[config.mk]
export PLATFORM = sky130hd
export DESIGN_NAME = arith_count_unit_flat
export DESIGN_NICKNAME = d
export VERILOG_FILES = /design/src/rtl/arith_count_pkg.sv /design/src/rtl/arith_count_unit_if.sv /design/src/rtl/arith_count_unit_tick_gen.sv /design/src/rtl/arith_count_unit.sv /design/src/flat_wrapper.sv
export SDC_FILE = /design/constraint.sdc
export NUM_CORES = 1
export LEC_CHECK = 0
export ABC_AREA = 1
export CORE_AREA = 2 2 76 78
export DETAILED_ROUTE_END_ITERATION = 16
export DIE_AREA = 0 0 78 80
export PLACE_DENSITY = 0.81
export SLEW_MARGIN = 20
export SYNTH_ARGS = -nofsm -noshare
export SYNTH_HDL_FRONTEND = slang
export SYNTH_HIERARCHICAL = 1
export SYNTH_SLANG_ARGS = --single-unit
export TNS_END_PERCENT = 10
[constraint.sdc]
create_clock -name clk -period 1.5 [get_ports clk]
set_input_delay 0.3 -clock clk [delete_from_list [all_inputs] [get_ports clk]]
set_output_delay 0.3 -clock clk [all_outputs]
set_load 0.02 [all_outputs]
[src/rtl/arith_count_pkg.sv]
// Shared types and elaboration helpers for the arithmetic/counter unit.
package arith_count_pkg;

    typedef enum logic [2:0] {
        OP_ADD    = 3'b000,
        OP_SUB    = 3'b001,
        OP_CNT_UP = 3'b010,
        OP_CNT_DN = 3'b011,
        OP_LOAD   = 3'b100,
        OP_CLEAR  = 3'b101,
        OP_PAUSE  = 3'b110,
        OP_RSVD   = 3'b111
    } op_e;

    // Clock cycles per counter step.
    function automatic int tick_div(input int clk_freq, input int tick_hz);
        return clk_freq / tick_hz;
    endfunction

endpackage

[src/rtl/arith_count_unit_if.sv]
// Operation request and result bundle between input logic and the unit.
interface arith_count_unit_if
    import arith_count_pkg::*;
#(
    parameter int WIDTH   = 4,
    parameter int CNT_MOD = 10
);
    localparam int CW = $clog2(CNT_MOD);

    op_e              op;
    logic             in_valid;
    logic [WIDTH-1:0] a;
    logic [WIDTH-1:0] b;
    logic             cin;
    logic [WIDTH-1:0] sum;
    logic             carry;
    logic             ovf;
    logic             out_valid;
    logic [CW-1:0]    count;
    logic             tc;

    modport master (
        output op, in_valid, a, b, cin,
        input  sum, carry, ovf, out_valid, count, tc
    );

    modport slave (
        input  op, in_valid, a, b, cin,
        output sum, carry, ovf, out_valid, count, tc
    );

endinterface

[src/rtl/arith_count_unit_tick_gen.sv]
// Prescaler: free-runs 0..DIV-1 while enabled, held at zero otherwise.
module tick_gen #(
    parameter int DIV = 4
) (
    input  logic clk,
    input  logic rst,
    input  logic en,
    output logic tick
);
    localparam int            PW   = (DIV > 1) ? $clog2(DIV) : 1;
    localparam logic [PW-1:0] LAST = PW'(DIV - 1);

    logic [PW-1:0] cnt;

    always_ff @(posedge clk or posedge rst) begin
        if (rst) begin
            cnt <= '0;
        end else if (!en || (cnt == LAST)) begin
            cnt <= '0;
        end else begin
            cnt <= cnt + PW'(1);
        end
    end

    // Combinational so that DIV=1 yields a tick on every enabled cycle.
    assign tick = en && !rst && (cnt == LAST);

endmodule

[src/rtl/arith_count_unit.sv]
// Registered add/subtract datapath plus a prescaled modulo up/down counter.
module arith_count_unit
    import arith_count_pkg::*;
#(
    parameter int WIDTH    = 4,
    parameter int CLK_FREQ = 50_000_000,
    parameter int TICK_HZ  = 1,
    parameter int CNT_MOD  = 10
) (
    input  logic               clk,
    input  logic               rst,
    arith_count_unit_if.slave  bus
);
    localparam int            CW       = $clog2(CNT_MOD);
    localparam int            TICK_DIV = tick_div(CLK_FREQ, TICK_HZ);
    localparam int            LW       = (WIDTH > 32) ? WIDTH : 32;
    localparam logic [CW-1:0] CNT_LAST = CW'(CNT_MOD - 1);

    // Result packing: {ovf, carry, sum}.
    function automatic logic [WIDTH+1:0] add_fn(input logic [WIDTH-1:0] x,
                                                input logic [WIDTH-1:0] y,
                                                input logic             c);
        logic [WIDTH:0]          r;
        logic signed [WIDTH-1:0] sx, sy, sr;
        r  = {1'b0, x} + {1'b0, y} + {{WIDTH{1'b0}}, c};
        sx = signed'(x);
        sy = signed'(y);
        sr = signed'(r[WIDTH-1:0]);
        return {((sx < 0) == (sy < 0)) && ((sr < 0) != (sx < 0)), r};
    endfunction

    // Bit WIDTH of the extended difference is the unsigned borrow.
    function automatic logic [WIDTH+1:0] sub_fn(input logic [WIDTH-1:0] x,
                                                input logic [WIDTH-1:0] y,
                                                input logic             c);
        logic [WIDTH:0]          r;
        logic signed [WIDTH-1:0] sx, sy, sr;
        r  = {1'b0, x} - {1'b0, y} - {{WIDTH{1'b0}}, c};
        sx = signed'(x);
        sy = signed'(y);
        sr = signed'(r[WIDTH-1:0]);
        return {((sx < 0) != (sy < 0)) && ((sr < 0) != (sx < 0)), r};
    endfunction

    function automatic logic [CW-1:0] sat_load(input logic [WIDTH-1:0] v);
        logic [LW-1:0] ext;
        ext = LW'(v);
        if (ext < LW'(CNT_MOD)) return CW'(v);
        else                    return CNT_LAST;
    endfunction

    op_e              op;
    logic             count_en;
    logic             tick;
    logic             arith_go;
    logic [WIDTH+1:0] arith_res;

    assign op        = bus.op;
    assign count_en  = (op == OP_CNT_UP) || (op == OP_CNT_DN);
    assign arith_go  = bus.in_valid && ((op == OP_ADD) || (op == OP_SUB));
    assign arith_res = (op == OP_SUB) ? sub_fn(bus.a, bus.b, bus.cin)
                                      : add_fn(bus.a, bus.b, bus.cin);

    tick_gen #(.DIV(TICK_DIV)) u_tick (
        .clk  (clk),
        .rst  (rst),
        .en   (count_en),
        .tick (tick)
    );

    always_ff @(posedge clk or posedge rst) begin
        if (rst) begin
            bus.sum       <= '0;
            bus.carry     <= 1'b0;
            bus.ovf       <= 1'b0;
            bus.out_valid <= 1'b0;
        end else begin
            bus.out_valid <= arith_go;
            if (arith_go) begin
                {bus.ovf, bus.carry, bus.sum} <= arith_res;
            end
        end
    end

    always_ff @(posedge clk or posedge rst) begin
        if (rst) begin
            bus.count <= '0;
            bus.tc    <= 1'b0;
        end else begin
            bus.tc <= 1'b0;
            case (op)
                OP_CNT_UP: if (tick) begin
                    if (bus.count == CNT_LAST) begin
                        bus.count <= '0;
                        bus.tc    <= 1'b1;
                    end else begin
                        bus.count <= bus.count + CW'(1);
                    end
                end
                OP_CNT_DN: if (tick) begin
                    if (bus.count == '0) begin
                        bus.count <= CNT_LAST;
                        bus.tc    <= 1'b1;
                    end else begin
                        bus.count <= bus.count - CW'(1);
                    end
                end
                OP_LOAD:  if (bus.in_valid) bus.count <= sat_load(bus.a);
                OP_CLEAR: if (bus.in_valid) bus.count <= '0;
                default:  ;
            endcase
        end
    end

endmodule

[src/flat_wrapper.sv]
// flat-port wrapper written by rule: the top's interface ports become plain ports
module arith_count_unit_flat import arith_count_pkg::*;
#(
    parameter int WIDTH    = 4,
    parameter int CLK_FREQ = 50_000_000,
    parameter int TICK_HZ  = 1,
    parameter int CNT_MOD  = 10
)
  (clk, rst, bus_op, bus_in_valid, bus_a, bus_b, bus_cin, bus_sum, bus_carry, bus_ovf, bus_out_valid, bus_count, bus_tc);
  arith_count_unit_if #(.WIDTH(WIDTH), .CNT_MOD(CNT_MOD)) bus_i ();
  input  logic clk;
  input  logic rst;
  input wire logic [$bits(bus_i.op)-1:0] bus_op;
  input wire logic [$bits(bus_i.in_valid)-1:0] bus_in_valid;
  input wire logic [$bits(bus_i.a)-1:0] bus_a;
  input wire logic [$bits(bus_i.b)-1:0] bus_b;
  input wire logic [$bits(bus_i.cin)-1:0] bus_cin;
  output wire logic [$bits(bus_i.sum)-1:0] bus_sum;
  output wire logic [$bits(bus_i.carry)-1:0] bus_carry;
  output wire logic [$bits(bus_i.ovf)-1:0] bus_ovf;
  output wire logic [$bits(bus_i.out_valid)-1:0] bus_out_valid;
  output wire logic [$bits(bus_i.count)-1:0] bus_count;
  output wire logic [$bits(bus_i.tc)-1:0] bus_tc;
  assign bus_i.op = bus_op;
  assign bus_i.in_valid = bus_in_valid;
  assign bus_i.a = bus_a;
  assign bus_i.b = bus_b;
  assign bus_i.cin = bus_cin;
  assign bus_sum = bus_i.sum;
  assign bus_carry = bus_i.carry;
  assign bus_ovf = bus_i.ovf;
  assign bus_out_valid = bus_i.out_valid;
  assign bus_count = bus_i.count;
  assign bus_tc = bus_i.tc;
  arith_count_unit #(.WIDTH(WIDTH), .CLK_FREQ(CLK_FREQ), .TICK_HZ(TICK_HZ), .CNT_MOD(CNT_MOD)) u_core (.clk(clk), .rst(rst), .bus(bus_i));
endmodule
==> results of run 1 <==
==> worst max-delay path, stage by stage (launching register included) <==
cell and delay (ns):
dfrtp_1 0.38, nor2_1 0.14, nand2_1 0.12, nor3_2 0.12
nand4_1 0.12, nor2_1 0.15, nand2_2 0.10, buf_4 0.13
buf_4 0.12, nor3b_2 0.19
==> area by class of cell <==
| type | instances | area [µm²] |
|---|---|---|
| Tap cell | 72 | 90.1 |
| Timing Repair Buffer | 103 | 851 |
| Multi-Input combinational cell | 296 | 1750 |
| Inverter | 55 | 206 |
| Fill cell | 417 | 1410 |
| Clock buffer | 6 | 82.6 |
| Clock inverter | 2 | 60.1 |
| Sequential cell | 38 | 951 |
==> state kept, by name (all words and copies together) (netlist names) <==
name and flops:
u_core/bus.out_valid 1, u_core/bus.sum 4, u_core/bus.carry 1, u_core/u_tick/cnt 26
u_core/bus.ovf 1, u_core/bus.count 4, u_core/bus.tc 1
==> layer usage <==
| metal | global-route usage (%) | vias up |
|---|---|---|
| li1 | - | 1424 |
| met1 | 26.6 | 1374 |
| met2 | 46.9 | 88 |
| met3 | 4.98 | 24 |
| met4 | 13.2 | 0 |
| met5 | 0 | - |
==> cells by family after synthesis <==
family	after synthesis	share of synthesized area [%]
simple gates	237	37.0
flops	38	34.9
compound gates	26	6.01
fa+ha+maj	15	7.98
xor+xnor	18	5.78
buf+inv	57	8.39
==> report_power, final <==
part	switching, mW	internal (mW)	leakage [nW]
registers	0.0602	1.09	0.511
logic	0.486	0.365	1.31
clock network	0.384	0.710	0.0714
total	0.930	2.17	1.89
==> layout by cell type (no fill, tap or decap), types with 8 or more instances in the layout <==
cell type        n
buf_4           72
dfrtp_1         38
dlygate4sd2_1   17
inv_1           38
inv_2           17
nand2_1        101
nand2_2         12
nand3_1         27
nor2_1          64
nor2_2          12
nor2_4           8
o21ai_0          9
xor2_1          12
==> worst paths after layout <==
kind	startpoint	to	slack (ns)	cells after the start
setup / recovery	u_core/u_tick/cnt[10]	u_core/bus.tc	-0.16	9
hold / removal	rst	u_core/bus.sum[3]	0.36	2
setup reg to reg	u_core/u_tick/cnt[10]	u_core/bus.tc	-0.16	9
hold reg to reg	u_core/bus.sum[1]	u_core/bus.sum[1]	0.50	2
max in group asynchronous	rst	u_core/bus.ovf	0.77	2
min in group clk	bus_a[0]	u_core/bus.count[0]	0.49	4
==> what timing repair did <==
action | in CTS | in global routing
setup endpoints to repair | 24 | 34
pin swaps | 16 | 13
gates resized for setup | 55 | 40
buffers inserted | 2 | 5
==> metrics by stage <==
stage,TNS [ns],power [mW],setup WS (ns),std cells
floorplan,-0.905,1.61,-0.164,391
global placement,-5.19,1.98,-0.710,557
detailed placement,-6.64,2.00,-0.736,557
CTS,-0.502,3.09,-0.154,567
global route,-2.46,3.26,-0.279,572
finish,-0.598,3.10,-0.161,572
==> results.sh, run 1 <==
export IMPL_worst_pin_slew_ns=0.537
export IMPL_top_layer="met4"
export IMPL_nets=529
export IMPL_cts_hold_buffers=0
export IMPL_ys_seq_elements=38
export IMPL_port_buffers=26
export IMPL_report_final_slew_viol_count=0
export IMPL_final_area_um2=3990
export IMPL_async_flop_share_pct=100
export IMPL_place_area_um2=3610
export IMPL_netlist_area_leader_share_pct=34.9
export IMPL_power_leakage_nw=1.89
export IMPL_clk_pin_slew_ns=0.08
export IMPL_dr_wl_met3_um=326
export IMPL_syn_num_nets=421
export IMPL_ys_warn_count=6
export IMPL_grt_max_degree=27
export IMPL_hold_viol=0
export IMPL_netlist_cell_type_count=29
export IMPL_path_class="flip-flop to flip-flop"
export IMPL_startpoint_type="flip-flop"
export IMPL_drtIter0Drc=145
export IMPL_path_max_fanout=2
export IMPL_dp_hpwl_mm=5.44
export IMPL_peakVddDrop_uv=709
export IMPL_num_rows=27
export IMPL_htreeDepth=2
export IMPL_wl_met1_mm=3.05
export IMPL_synthCells=391
export IMPL_clockRootBuffer="clkbuf_8"
export IMPL_start_util_pct=50.5
export IMPL_fin_skew_ns=0.0104
export IMPL_synthTopCellsByArea="dfrtp_1 (35%), nand2_1 (15%), nor2_1 (11%), inv_1 (7.0%), ha_1 (5.0%)"
export IMPL_met2_wirelength_mm=4.09
export IMPL_antenna_found_initial=0
export IMPL_violations="setup timing"
export IMPL_grt_pass1_wl_mm=12.2
export IMPL_cp_arrival_ns=1.87
export IMPL_area_growth_pct=46.4
export IMPL_relSlewSlack_pct=64.2
export IMPL_yosysSeqAreaShare_pct=34.9
export IMPL_tritoncts="built"
export IMPL_endpoint_kind="flip-flop"
export IMPL_die_h_um=80
export IMPL_cts_sinks=38
export IMPL_grt_pass1_vias=2910
export IMPL_status="finished with violations"
export IMPL_setup_viol=7
export IMPL_diodes=0
export IMPL_min_period_over_period_pct=111
export IMPL_core_area_um2=5410
export IMPL_viasPerCell=5.09
export IMPL_final_core_util_pct=73.9
export IMPL_maxCapViolations=0
export IMPL_clockBufferDepth=2
export IMPL_numCtsBuffers=5
export IMPL_synthFlopType="dfrtp_1"
export IMPL_synth_common_cells="nand2_1 (112), nor2_1 (77), inv_1 (51)"
export IMPL_first_pass_iters=5
export IMPL_setup_slack_ns=-0.161
export IMPL_grt_usage_pct=25.1
export IMPL_die_w_um=78
export IMPL_hold_class="primary input to async pin"
export IMPL_p_per_area_nw_per_um2=775
export IMPL_fmax_mhz=602
export IMPL_drive_gt1_share_pct=32.4
export IMPL_synth_area_um2=2730
export IMPL_insertion_delay_ns=0.30
export IMPL_syn_avg_cell_area_um2=6.98
export IMPL_fin_crit_ns=1.66
export IMPL_critical_path_required_ns=1.71
export IMPL_antenna_left=0
export IMPL_yosysTopAreaCell="dfrtp_1"
export IMPL_gp_congestion=0.909
export IMPL_route_detailed_drc=0
export IMPL_routed_wl_mm=7.72
export IMPL_grt_ovfl_total=0
export IMPL_vias=2910
export IMPL_avgRoutedWirePerCell_um=13.5
export IMPL_synth_most_common_cell="nand2_1"
export IMPL_io_pins=27
export IMPL_rsz0062_at_grt="true"
export IMPL_dieArea_um2=6240
export IMPL_synth_edf_count=0
export IMPL_hold_ws_ns=0.364
Note: power is estimated with default switching activity, not from simulation.
==> run 2: changes to the inputs <==
--- a/config.mk
+++ b/config.mk
@@ -5,11 +5,11 @@
 export SDC_FILE = /design/constraint.sdc
 export NUM_CORES = 1
 export LEC_CHECK = 0
-export ABC_AREA = 1
-export CORE_AREA = 2 2 76 78
+export CORE_AREA = 2 2 75 77
 export DETAILED_ROUTE_END_ITERATION = 16
-export DIE_AREA = 0 0 78 80
+export DIE_AREA = 0 0 77 79
 export PLACE_DENSITY = 0.81
+export SETUP_SLACK_MARGIN = 0.15
 export SLEW_MARGIN = 20
 export SYNTH_ARGS = -nofsm -noshare
 export SYNTH_HDL_FRONTEND = slang
==> results.sh, run 2 <==
export IMPL_status="finished with violations"
export IMPL_violations="setup timing"
export IMPL_synthFlopType="dfrtp_1"
export IMPL_syn_num_nets=327
export IMPL_antenna_left=0
export IMPL_avgRoutedWirePerCell_um=17.1
export IMPL_synthTopCellsByArea="dfrtp_1 (36%), ha_1 (5.2%), a21oi_1 (4.0%), xnor2_1 (3.6%), o21ai_0 (3.6%)"
export IMPL_path_class="flip-flop to flip-flop"
export IMPL_reg_top3="u_core/u_tick/cnt: 26 flops, u_core/bus.count: 4 flops, u_core/bus.sum: 4 flops"
export IMPL_clockBufferDepth=2
export IMPL_max_flop_register="u_core/u_tick/cnt"
export IMPL_final_common_cell="buf_4"
export IMPL_die_h_um=79
export IMPL_grt_usage_pct=25.9
export IMPL_htreeDepth=2
export IMPL_grt_ovfl_total=0
export IMPL_drtIter0Drc=302
export IMPL_critPathTopFamily="simple AND/OR/NAND/NOR gates"
export IMPL_slowest_stage="or4_4"
export IMPL_numCtsBuffers=5
export IMPL_synth_common_cells="dfrtp_1 (38), a21oi_1 (21), inv_1 (20), nand2_1 (20), nor2_1 (20)"
export IMPL_hold_class="primary input to async pin"
export IMPL_nets=433
export IMPL_port_buffers=26
export IMPL_endpoint_kind="flip-flop"
export IMPL_peakVddDrop_uv=559
export IMPL_yosysSeqAreaShare_pct=35.7
export IMPL_dieArea_um2=6080
export IMPL_die_w_um=77
export IMPL_min_period_over_period_pct=135
export IMPL_fin_crit_ns=2.02
export IMPL_path_buf_inv=0
export IMPL_synthCells=297
export IMPL_start_util_pct=49.8
export IMPL_power_leakage_nw=1.73
export IMPL_instances_no_fill=476
export IMPL_hold_ws_ns=0.425
export IMPL_dp_hpwl_mm=5.31
export IMPL_ys_warn_count=6
export IMPL_path_max_fanout=2
export IMPL_hold_viol=0
export IMPL_final_cell_mix="buf_4 (77), dfrtp_1 (36), a21oi_1 (20)"
export IMPL_viasPerCell=5.87
export IMPL_grt_max_degree=27
export IMPL_worstRegToRegCells=10
export IMPL_clockRootBuffer="clkbuf_8"
export IMPL_gp_congestion=0.887
export IMPL_critical_path_required_ns=1.67
export IMPL_cts_sinks=38
export IMPL_place_inst=466
export IMPL_syn_avg_cell_area_um2=8.96
export IMPL_vias=2794
export IMPL_max_stage_delay_ns=0.49
export IMPL_core_area_um2=5340
export IMPL_drive_gt1_share_pct=35.6
export IMPL_area_growth_pct=47.1
export IMPL_tritoncts="built"
export IMPL_cp_depth=10
export IMPL_maxCapViolations=0
export IMPL_r2r_slack_ns=-0.52
export IMPL_grt_pass1_wl_mm=12.6
export IMPL_setup_viol=36
export IMPL_clk_pin_slew_ns=0.08
export IMPL_synth_edf_count=0
export IMPL_cp_arrival_ns=2.19
export IMPL_place_worst_setup_slack_ns=-1.10
export IMPL_startpoint_type="flip-flop"
export IMPL_synth_area_um2=2660
export IMPL_crit_end="u_core/bus.count[3]"
export IMPL_async_flop_share_pct=100
export IMPL_io_pins=27
export IMPL_routed_wl_mm=8.15
export IMPL_report_final_slew_viol_count=0
export IMPL_p_per_area_nw_per_um2=839
export IMPL_netlist_area_leader_share_pct=35.7
export IMPL_num_rows=27
export IMPL_insertion_delay_ns=0.30
export IMPL_r2r_start="u_core/u_tick/cnt[0]"
export IMPL_rsz0062_at_grt="true"
export IMPL_worst_pin_slew_ns=0.521
export IMPL_ys_seq_elements=38
export IMPL_crit_chain="ha_4, nand2_2, or4_4, nor2_2, and3_1, nand3b_1, o21ai_2, o221ai_1, a21oi_1, a31oi_1"
export IMPL_crit_start="u_core/u_tick/cnt[0]"
export IMPL_grt_pass1_vias=2707
export IMPL_cts_hold_buffers=0
export IMPL_synth_most_common_cell="dfrtp_1"
export IMPL_relSlewSlack_pct=65.2
export IMPL_route_detailed_drc=0
export IMPL_rr_endpoint="u_core/bus.count[3]"
export IMPL_largest_reg_flops=26
export IMPL_fmax_mhz=496
export IMPL_diodes=0
export IMPL_first_pass_iters=5
export IMPL_antenna_found_initial=0
export IMPL_fin_skew_ns=0.0100
export IMPL_setup_slack_ns=-0.518
export IMPL_yosysTopAreaCell="dfrtp_1"
export IMPL_netlist_cell_type_count=60
## run 2: changes by cell type after synthesis, sizes merged, moves of 5 or more
cell    previous run  this run
nand2            113        20
nor2              84        22
inv               55        20
a21oi              9        22
nand3             30        17
or4                0        11
o21ai             13        22
o31ai              1         8
buf                2         8
nand2b             0         6
and3               0         5
nand4              3         8
xnor2              6        11
xor2              12         7
## run 2: cells by family (layout without fill, tap and decap cells)
kind of cell | Yosys count | count (layout) | synth area share [%]
simple gates | 118 | 118 | 25.8
compound gates | 74 | 74 | 17.8
flops | 38 | 38 | 35.7
buf+inv | 31 | 138 | 5.46
xor+xnor | 18 | 18 | 5.93
fa+ha+maj | 15 | 15 | 8.18
mux | 3 | 3 | 1.13
## run 2: repair_timing
item	in CTS	in global routing
endpoints found under the setup margin	48	42
setup buffers	2	0
resized for setup	64	20
pin swaps	20	9
## run 2: layout make-up
cell class / instances / area [µm²]
Tap cell: 72 / 90.1
Clock inverter: 2 / 60.1
Fill cell: 366 / 1420
Timing Repair Buffer: 110 / 908
Sequential cell: 38 / 953
Multi-Input combinational cell: 228 / 1740
Inverter: 20 / 75.1
Clock buffer: 6 / 82.6
## run 2: worst min path at each step
stage               slack (ns)             start  cells past startpoint                 to
finish                    0.43               rst                      2  u_core/bus.sum[2]
CTS                       0.44               rst                      2  u_core/bus.sum[2]
detailed placement        0.47  u_core/bus.carry                      2   u_core/bus.carry
global route              0.48               rst                      2  u_core/bus.sum[2]
global placement          0.46  u_core/bus.carry                      2   u_core/bus.carry
floorplan                 0.16               rst                      1   u_core/bus.carry
## run 2: stage by stage
| step | area (µm²) | TNS (ns) | power [mW] | utilization, % |
|---|---|---|---|---|
| final | 3910 | -9.41 | 3.28 | 73.3 |
| after global routing | 3910 | -11.39 | 3.41 | 73.3 |
| after CTS | 3850 | -8.08 | 3.22 | 72.1 |
| after detailed placement | 3590 | -12.83 | 2.13 | 67.2 |
| after global placement | 3590 | -11.33 | 2.09 | 67.2 |
| after floorplan | 2680 | -6.50 | 1.71 | - |
## run 2: per-layer routing
layer	routed length, µm	vias to the layer above	track usage [%]
li1	-	1290	-
met1	3430	1327	33.0
met2	3990	141	44.3
met3	474	36	4.32
met4	257	0	10.2
met5	0	-	0
## run 2: power breakdown
part | internal (mW) | leakage, nW | switching (mW) | total, mW
clock network | 0.710 | 0.0714 | 0.388 | 1.10
registers | 1.10 | 0.510 | 0.0836 | 1.18
logic | 0.437 | 1.14 | 0.567 | 1.00
total | 2.24 | 1.73 | 1.04 | 3.28
